## src/rtl/muldiv_sequencer.sv

```systemverilog
// RV32M multi-cycle multiply/divide sequencer for the EX stage.
// Iterative shift-add multiply or restoring divide over XLEN cycles, with stall, flush and a done pulse.
module muldiv_sequencer #(
    parameter int unsigned XLEN = 32
) (
    input  logic            clk,
    input  logic            rst,
    input  logic            Start,
    input  logic [2:0]      Op,
    input  logic [XLEN-1:0] Src1,
    input  logic [XLEN-1:0] Src2,
    input  logic            Flush,
    output logic            Stall,
    output logic            Done,
    output logic [XLEN-1:0] Result
);

    localparam int unsigned CW = $clog2(XLEN);

    typedef enum logic [1:0] {IDLE, CALC, FIX, DONE} state_t;

    state_t state, state_next;

    // opa_q: multiplier (multiply) or dividend/quotient (divide)
    // opb_q: multiplicand (multiply) or divisor in the low half (divide)
    // acc_q: product (multiply) or remainder in the low half (divide)
    logic [2:0]        op_q;
    logic [CW-1:0]     count;
    logic [XLEN-1:0]   opa_q;
    logic [2*XLEN-1:0] opb_q;
    logic [2*XLEN-1:0] acc_q;
    logic              neg_q;
    logic              neg_rem_q;
    logic              dz_q;

    logic              s1_signed, s2_signed;
    logic              neg1, neg2;
    logic [XLEN-1:0]   mag1, mag2;
    logic [XLEN:0]     shifted;
    logic              sub_ok;
    logic [2*XLEN-1:0] prod;
    logic [XLEN-1:0]   quot, rem;
    logic [XLEN-1:0]   fix_result;

    always_comb begin
        s1_signed = (Op == 3'b001) || (Op == 3'b010) || (Op == 3'b100) || (Op == 3'b110);
        s2_signed = (Op == 3'b001) || (Op == 3'b100) || (Op == 3'b110);
        neg1      = s1_signed & Src1[XLEN-1];
        neg2      = s2_signed & Src2[XLEN-1];
        mag1      = neg1 ? -Src1 : Src1;
        mag2      = neg2 ? -Src2 : Src2;
    end

    always_comb begin
        shifted = {acc_q[XLEN-1:0], opa_q[XLEN-1]};
        sub_ok  = shifted >= {1'b0, opb_q[XLEN-1:0]};
    end

    // Divide by zero leaves the dividend magnitude in the remainder; restoring the
    // dividend's sign reproduces Src1 exactly, so only the quotient needs an override.
    always_comb begin
        prod = neg_q ? -acc_q : acc_q;
        quot = dz_q ? '1 : (neg_q ? -opa_q : opa_q);
        rem  = neg_rem_q ? -acc_q[XLEN-1:0] : acc_q[XLEN-1:0];
        case (op_q)
            3'b000:                 fix_result = prod[XLEN-1:0];
            3'b001, 3'b010, 3'b011: fix_result = prod[2*XLEN-1:XLEN];
            3'b100, 3'b101:         fix_result = quot;
            default:                fix_result = rem;
        endcase
    end

    always_comb begin
        state_next = state;
        Stall      = 1'b0;
        Done       = 1'b0;
        case (state)
            IDLE: begin
                if (Start) begin
                    state_next = CALC;
                    Stall      = 1'b1;
                end
            end
            CALC: begin
                Stall = 1'b1;
                if (count == CW'(XLEN - 1)) begin
                    state_next = FIX;
                end
            end
            FIX: begin
                Stall      = 1'b1;
                state_next = DONE;
            end
            DONE: begin
                Done       = 1'b1;
                state_next = IDLE;
            end
            default: state_next = IDLE;
        endcase
        // Flush overrides everything decided above, in every state.
        if (Flush) begin
            state_next = IDLE;
            Stall      = 1'b0;
            Done       = 1'b0;
        end
    end

    always_ff @(posedge clk) begin
        if (rst) begin
            state     <= IDLE;
            op_q      <= '0;
            count     <= '0;
            opa_q     <= '0;
            opb_q     <= '0;
            acc_q     <= '0;
            neg_q     <= 1'b0;
            neg_rem_q <= 1'b0;
            dz_q      <= 1'b0;
            Result    <= '0;
        end else begin
            state <= state_next;
            case (state)
                IDLE: begin
                    if (Start && !Flush) begin
                        op_q      <= Op;
                        count     <= '0;
                        acc_q     <= '0;
                        neg_q     <= neg1 ^ neg2;
                        neg_rem_q <= neg1;
                        dz_q      <= (Src2 == '0);
                        if (Op[2]) begin
                            opa_q <= mag1;
                            opb_q <= {{XLEN{1'b0}}, mag2};
                        end else begin
                            opa_q <= mag2;
                            opb_q <= {{XLEN{1'b0}}, mag1};
                        end
                    end
                end
                CALC: begin
                    count <= count + CW'(1);
                    if (op_q[2]) begin
                        if (sub_ok) begin
                            acc_q[XLEN-1:0] <= shifted[XLEN-1:0] - opb_q[XLEN-1:0];
                            opa_q           <= {opa_q[XLEN-2:0], 1'b1};
                        end else begin
                            acc_q[XLEN-1:0] <= shifted[XLEN-1:0];
                            opa_q           <= {opa_q[XLEN-2:0], 1'b0};
                        end
                    end else begin
                        if (opa_q[0]) begin
                            acc_q <= acc_q + opb_q;
                        end
                        opb_q <= opb_q << 1;
                        opa_q <= opa_q >> 1;
                    end
                end
                FIX: begin
                    if (!Flush) begin
                        Result <= fix_result;
                    end
                end
                default: ;
            endcase
        end
    end

endmodule
```

## config.mk

```make
export PLATFORM = sky130hd
export DESIGN_NAME = muldiv_sequencer
export DESIGN_NICKNAME = d
export VERILOG_FILES = /design/src/rtl/muldiv_sequencer.sv
export SDC_FILE = /design/constraint.sdc
export NUM_CORES = 1
export LEC_CHECK = 0
export CAP_MARGIN = 20
export CORE_MARGIN = 2
export CORE_UTILIZATION = 50
export DETAILED_ROUTE_END_ITERATION = 6
export DONT_BUFFER_PORTS = 1
export PLACE_DENSITY = 0.74
export SLEW_MARGIN = 10
export SYNTH_ARGS = -nofsm -noshare
export SYNTH_HDL_FRONTEND = slang
export SYNTH_SLANG_ARGS = --single-unit
```

## constraint.sdc

```tcl
create_clock -name clk -period 4.9 [get_ports clk]
set_input_delay 0.735 -clock clk [delete_from_list [all_inputs] [get_ports clk]]
set_output_delay 0.735 -clock clk [all_outputs]
set_load 0.1 [all_outputs]
```

# After elaboration in Yosys (flattened, before gate mapping)
# Cells that the tools add are included.
# totals
reg_bits,205
in_bits,71
# classes
add_sub_neg,8
magnitude_cmp,1
bitwise,4
reduce_logical,22
eq_ne,19
mux,32
# op_table
op,count
32-bit two-way mux,12
64-bit two-way mux,5
64-bit one-hot mux with 2 select lines,2
32-bit negation,4
32-bit one-hot mux with 3 select lines,1
64-bit adder,1
64-bit negation,1
32-bit one-hot mux with 2 select lines,1
33-bit by 32-bit greater-or-equal comparator with 1-bit output,1
32-bit logical NOT,1
32-bit subtractor,1
"3-bit equality test, second input constant",4
"2-bit != test, second input constant",5
5-bit one-hot mux with 2 select lines,1
"3-bit by 2-bit equality test with 1-bit output, second input constant",3
2-bit one-hot mux with 4 select lines,1
2-bit AND reduction,4
"3-bit by 1-bit equality test with 1-bit output, second input constant",2
3-bit AND reduction,2
2-bit OR reduction,3
"5-bit by 1-bit adder with 5-bit output, second input constant",1
"5-bit equality test, second input constant",1
1-bit logical OR,5
1-bit two-way mux,5
16 further kinds,19

# Depth between registers and ports, before layout
# logic_depth
word_depth,9
ltp_mapped,15

# Worst setup path before layout
# OpenSTA, ideal clock, no wires.
# synth_path
path_kind,input port to output port
startpoint,input port Flush
endpoint,output port Stall
path_slack_ns,1.332
path_stages,1
arrival_time_ns,2.833
path_cell_list,nor3_1
# synth_between
elab_chain_cells,1
# synth_rtl
item,line_no,source
from (decl),12,"input logic Flush,"
1-bit two-way mux,101,if (Flush) begin
to (decl),13,"output logic Stall,"
# Every way passes these cells.

# Worst setup path after layout
# layout_path
startpoint,register acc_q[0]
endpoint,register acc_q[58]
# layout_between
elab_chain_cells,4
# layout_rtl
item,line_no,source
from (decl),31,logic [2*XLEN-1:0] acc_q;
"from (signal, indexed assignment)",144,acc_q[XLEN-1:0] <= shifted[XLEN-1:0] - opb_q[XLEN-1:0];
"from (signal, indexed assignment)",147,acc_q[XLEN-1:0] <= shifted[XLEN-1:0];
from (signal assigned),152,acc_q <= acc_q + opb_q;
64-bit adder,152,
64-bit two-way mux,151,if (opa_q[0]) begin
32-bit two-way mux,142,if (op_q[2]) begin
64-bit one-hot mux with 2 select lines,122,case (state)
# Every way passes these cells. The select of a mux whose other input is x is not followed.
# A chain may end at the register's enable or synchronous reset.

==> run metrics <==
Static Leak slightly below 8 nW; crit end category register; Crit. path cell count 14; gpl congestion around 1; Top cell by count, worst path nor3_1; post-synthesis register bit count 205; unrepaired setup endpoints after global routing false; Slew Limit Headroom between 20% and 30%; die width 198 um; Post-Route Setup TNS 0 ps; I/O pin count between 100 and 150; peak supply drop around 0.2 mV; global-route wire length before repair slightly above 100 mm; post-route minimum period 4240 ps; Critical Path Source acc_q[0]; worst-margin pin slew between 1000 and 1500 ps; post-synthesis sequential area ratio a little over a fifth; leading area contributor after synthesis dfxtp_1; IO Port Bufs 0; period utilization around 86%; Synth area leaders dfxtp_1 22%, ha_1 7.1%, xnor2_1 6.5%; GRT Total Usage roughly 33%; Clock Latency Late Sink between 500 and 600 ps; skew final 26.0 ps; post-placement cell count ~2900; crit path DAT 4680 ps; H-tree levels 1; final hold violation count 0; largest net degree at the start of global routing roughly 150; area growth from synthesis to layout 6.36%; CTS Buf Count 26; Distinct cells, synth between 70 and 80; layout cell share with drive strength beyond 1 5.27%; row count 70; crit path to acc_q[58]; TritonCTS Sinks between 200 and 250; Post-synth EDFFs 0; via-per-instance ratio about 6.6; synthesized area per cell between 7 and 8 um^2; ANT cells 0; clock buffer depth 3; Worst Hold Class primary input to register; CP cell instances ha_1 -> fa_1 -> a21o_1 -> a311oi_1 -> nor3_1 -> o311ai_0 -> buf_4 -> nor4_1 -> o21ai_0 -> a2111oi_0 -> nor3_1 -> o31ai_1 -> xor2_1 -> a22o_1; # setup viols final 0; vias in the first global route roughly 18000; metal3 WL 6.08 mm; Iter 0 DRT Violations 1852; CP peak stage delay ~640 ps; Req. time, crit path between 5000 and 6000 ps; starting density of the core 51.0%; top_reg_cell synth dfxtp_1; Congestion Overflow GR 0; top layer in use met4; Post-Layout Cell Count just under 3000; crit start category register; WL/cell 22.4 um; CP max stage cell a2111oi_0; die area about 39000 um^2; Pwr Density 260 nW/um^2; Syn Std Cell Area between 15000 and 20000 um^2; wl on met1 27.7 mm; most frequent cell after synthesis nand2_1; Clk pin slew, worst setup/hold paths 60 ps; crit path buf inv count 1; Worst R2R Setup Slack approximately 660 ps; Synthesized Nets 2764; core area between 30000 and 40000 um^2; maxcap violations 0; DRT Pass-1 Iters 5; hold-fix buffers at CTS 0; Post-synth ARST share 0%; CTS tree yes; drt drc 0; Crit Path Max Fanout 8; Synth Instances 2585; synth warn 0; status finished clean; initial antenna violation count 1; Post CTS Setup Buffer Count 0; met2 wire length just under 30 mm; Root Buffer clkbuf_16; Slew Viols, Final 0; Vias just under 20000; die height approximately 200 um; CP delay by family, top compound AO/OA/AOI/OAI gates; Final nets about 2600; Crit Reg-Reg Endpoint acc_q[58]; Synth top area share around 22%; antenna-violating nets left 0; Max Freq ~0.24 GHz; post-CTS sizing 0; detailed placer's ending HPWL ~50 mm; worst-case reg-to-reg path depth 14; kind of critical path register to register; Reg2Reg Launch Point acc_q[0]; final WL 66.3 mm; most instantiated cells after synthesis 295 x nand2_1, 229 x nor2_1, 212 x a21oi_1
==> final cells by class <==
class | instances | area (um^2)
timing repair buffer | 41 | 328
clock buffer | 36 | 759
fill | 3572 | 16800
clock inverter | 9 | 173
tap | 468 | 586
multi-input combinational | 2130 | 13800
inverter | 66 | 248
sequential | 205 | 4110
==> metrics by stage <==
stage	worst slack, ps	total power [W]	instance area, um^2	hold WS (ps)	utilization [%]
floorplan	1330	0.00274	18800	436	-
global placement	845	0.00305	19000	436	51.7
detailed placement	772	0.00307	19000	448	51.7
CTS	728	0.00517	19900	232	54.2
global route	416	0.00537	20000	241	54.2
finish	662	0.00519	20000	249	54.2
==> kinds of logic (layout without fill, tap and decap cells) <==
| kind of cell | count (synthesis) | count (layout) | synth area share, % |
|---|---|---|---|
| xor gates and xnor gates | 236 | 236 | 11.1 |
| buffers and inverters | 250 | 152 | 5.14 |
| DFF | 205 | 205 | 21.9 |
| and+or+nand+nor | 886 | 886 | 22.0 |
| AOI/OAI and AO/OA | 813 | 813 | 28.0 |
| adders and majority gates | 108 | 108 | 7.28 |
| muxes | 87 | 87 | 4.68 |
==> worst reg2reg max path: stages, from the launching register on <==
cell,delay [ps]
dfxtp_1,480
ha_1,250
fa_1,230
a21o_1,150
a311oi_1,150
nor3_1,320
o311ai_0,220
buf_4,210
nor4_1,460
o21ai_0,230
a2111oi_0,640
nor3_1,150
o31ai_1,330
xor2_1,100
a22o_1,200
==> registers in the layout, summed over array words and instances (netlist names) <==
signal     count
neg_q          1
neg_rem_q      1
count          5
dz_q           1
op_q           3
state          2
opa_q         32
acc_q         64
Result        32
opb_q         64
==> worst min path at each step <==
stage / start / end / slack, ps / cells past startpoint
6_report: Flush / state[0] / 250 / 1
5_1_grt: Flush / state[0] / 240 / 1
4_1_cts: Flush / state[1] / 230 / 1
3_5_place_dp: neg_rem_q / neg_rem_q / 450 / 2
3_3_place_gp: count[4] / count[4] / 440 / 2
2_1_floorplan: count[4] / count[4] / 440 / 2
==> layout by cell type, fill, tap and decap left out, drive strengths merged, types with 12 or more instances in the layout <==
cell / n
a211oi: 75
a311oi: 34
nor2: 229
clkbuf: 36
o211ai: 12
mux2i: 81
o21ai: 200
or2: 13
or3: 28
nand4: 17
nor3: 100
inv: 66
dfxtp: 205
a21o: 62
nor4: 17
buf: 41
a31oi: 13
nor2b: 19
nand3: 73
xor2: 96
ha: 106
a21oi: 212
o21bai: 20
o41ai: 24
o31ai: 36
or4: 23
a22oi: 41
and2: 20
nand2: 296
xnor2: 140
nand2b: 25
and3: 12
==> power breakdown <==
part	switching (W)	leakage, nW	internal, W
sequential	0.000134	1.66	0.00172
combinational	0.000771	5.64	0.000447
clock	0.000785	0.456	0.00133
==> routing by layer <==
layer | track usage, % | vias to the layer above
li1 | - | 9169
met1 | 43.5 | 9293
met2 | 53.0 | 873
met3 | 6.27 | 169
met4 | 14.9 | 0
met5 | 0 | -
(Power assumes the default switching activity.)
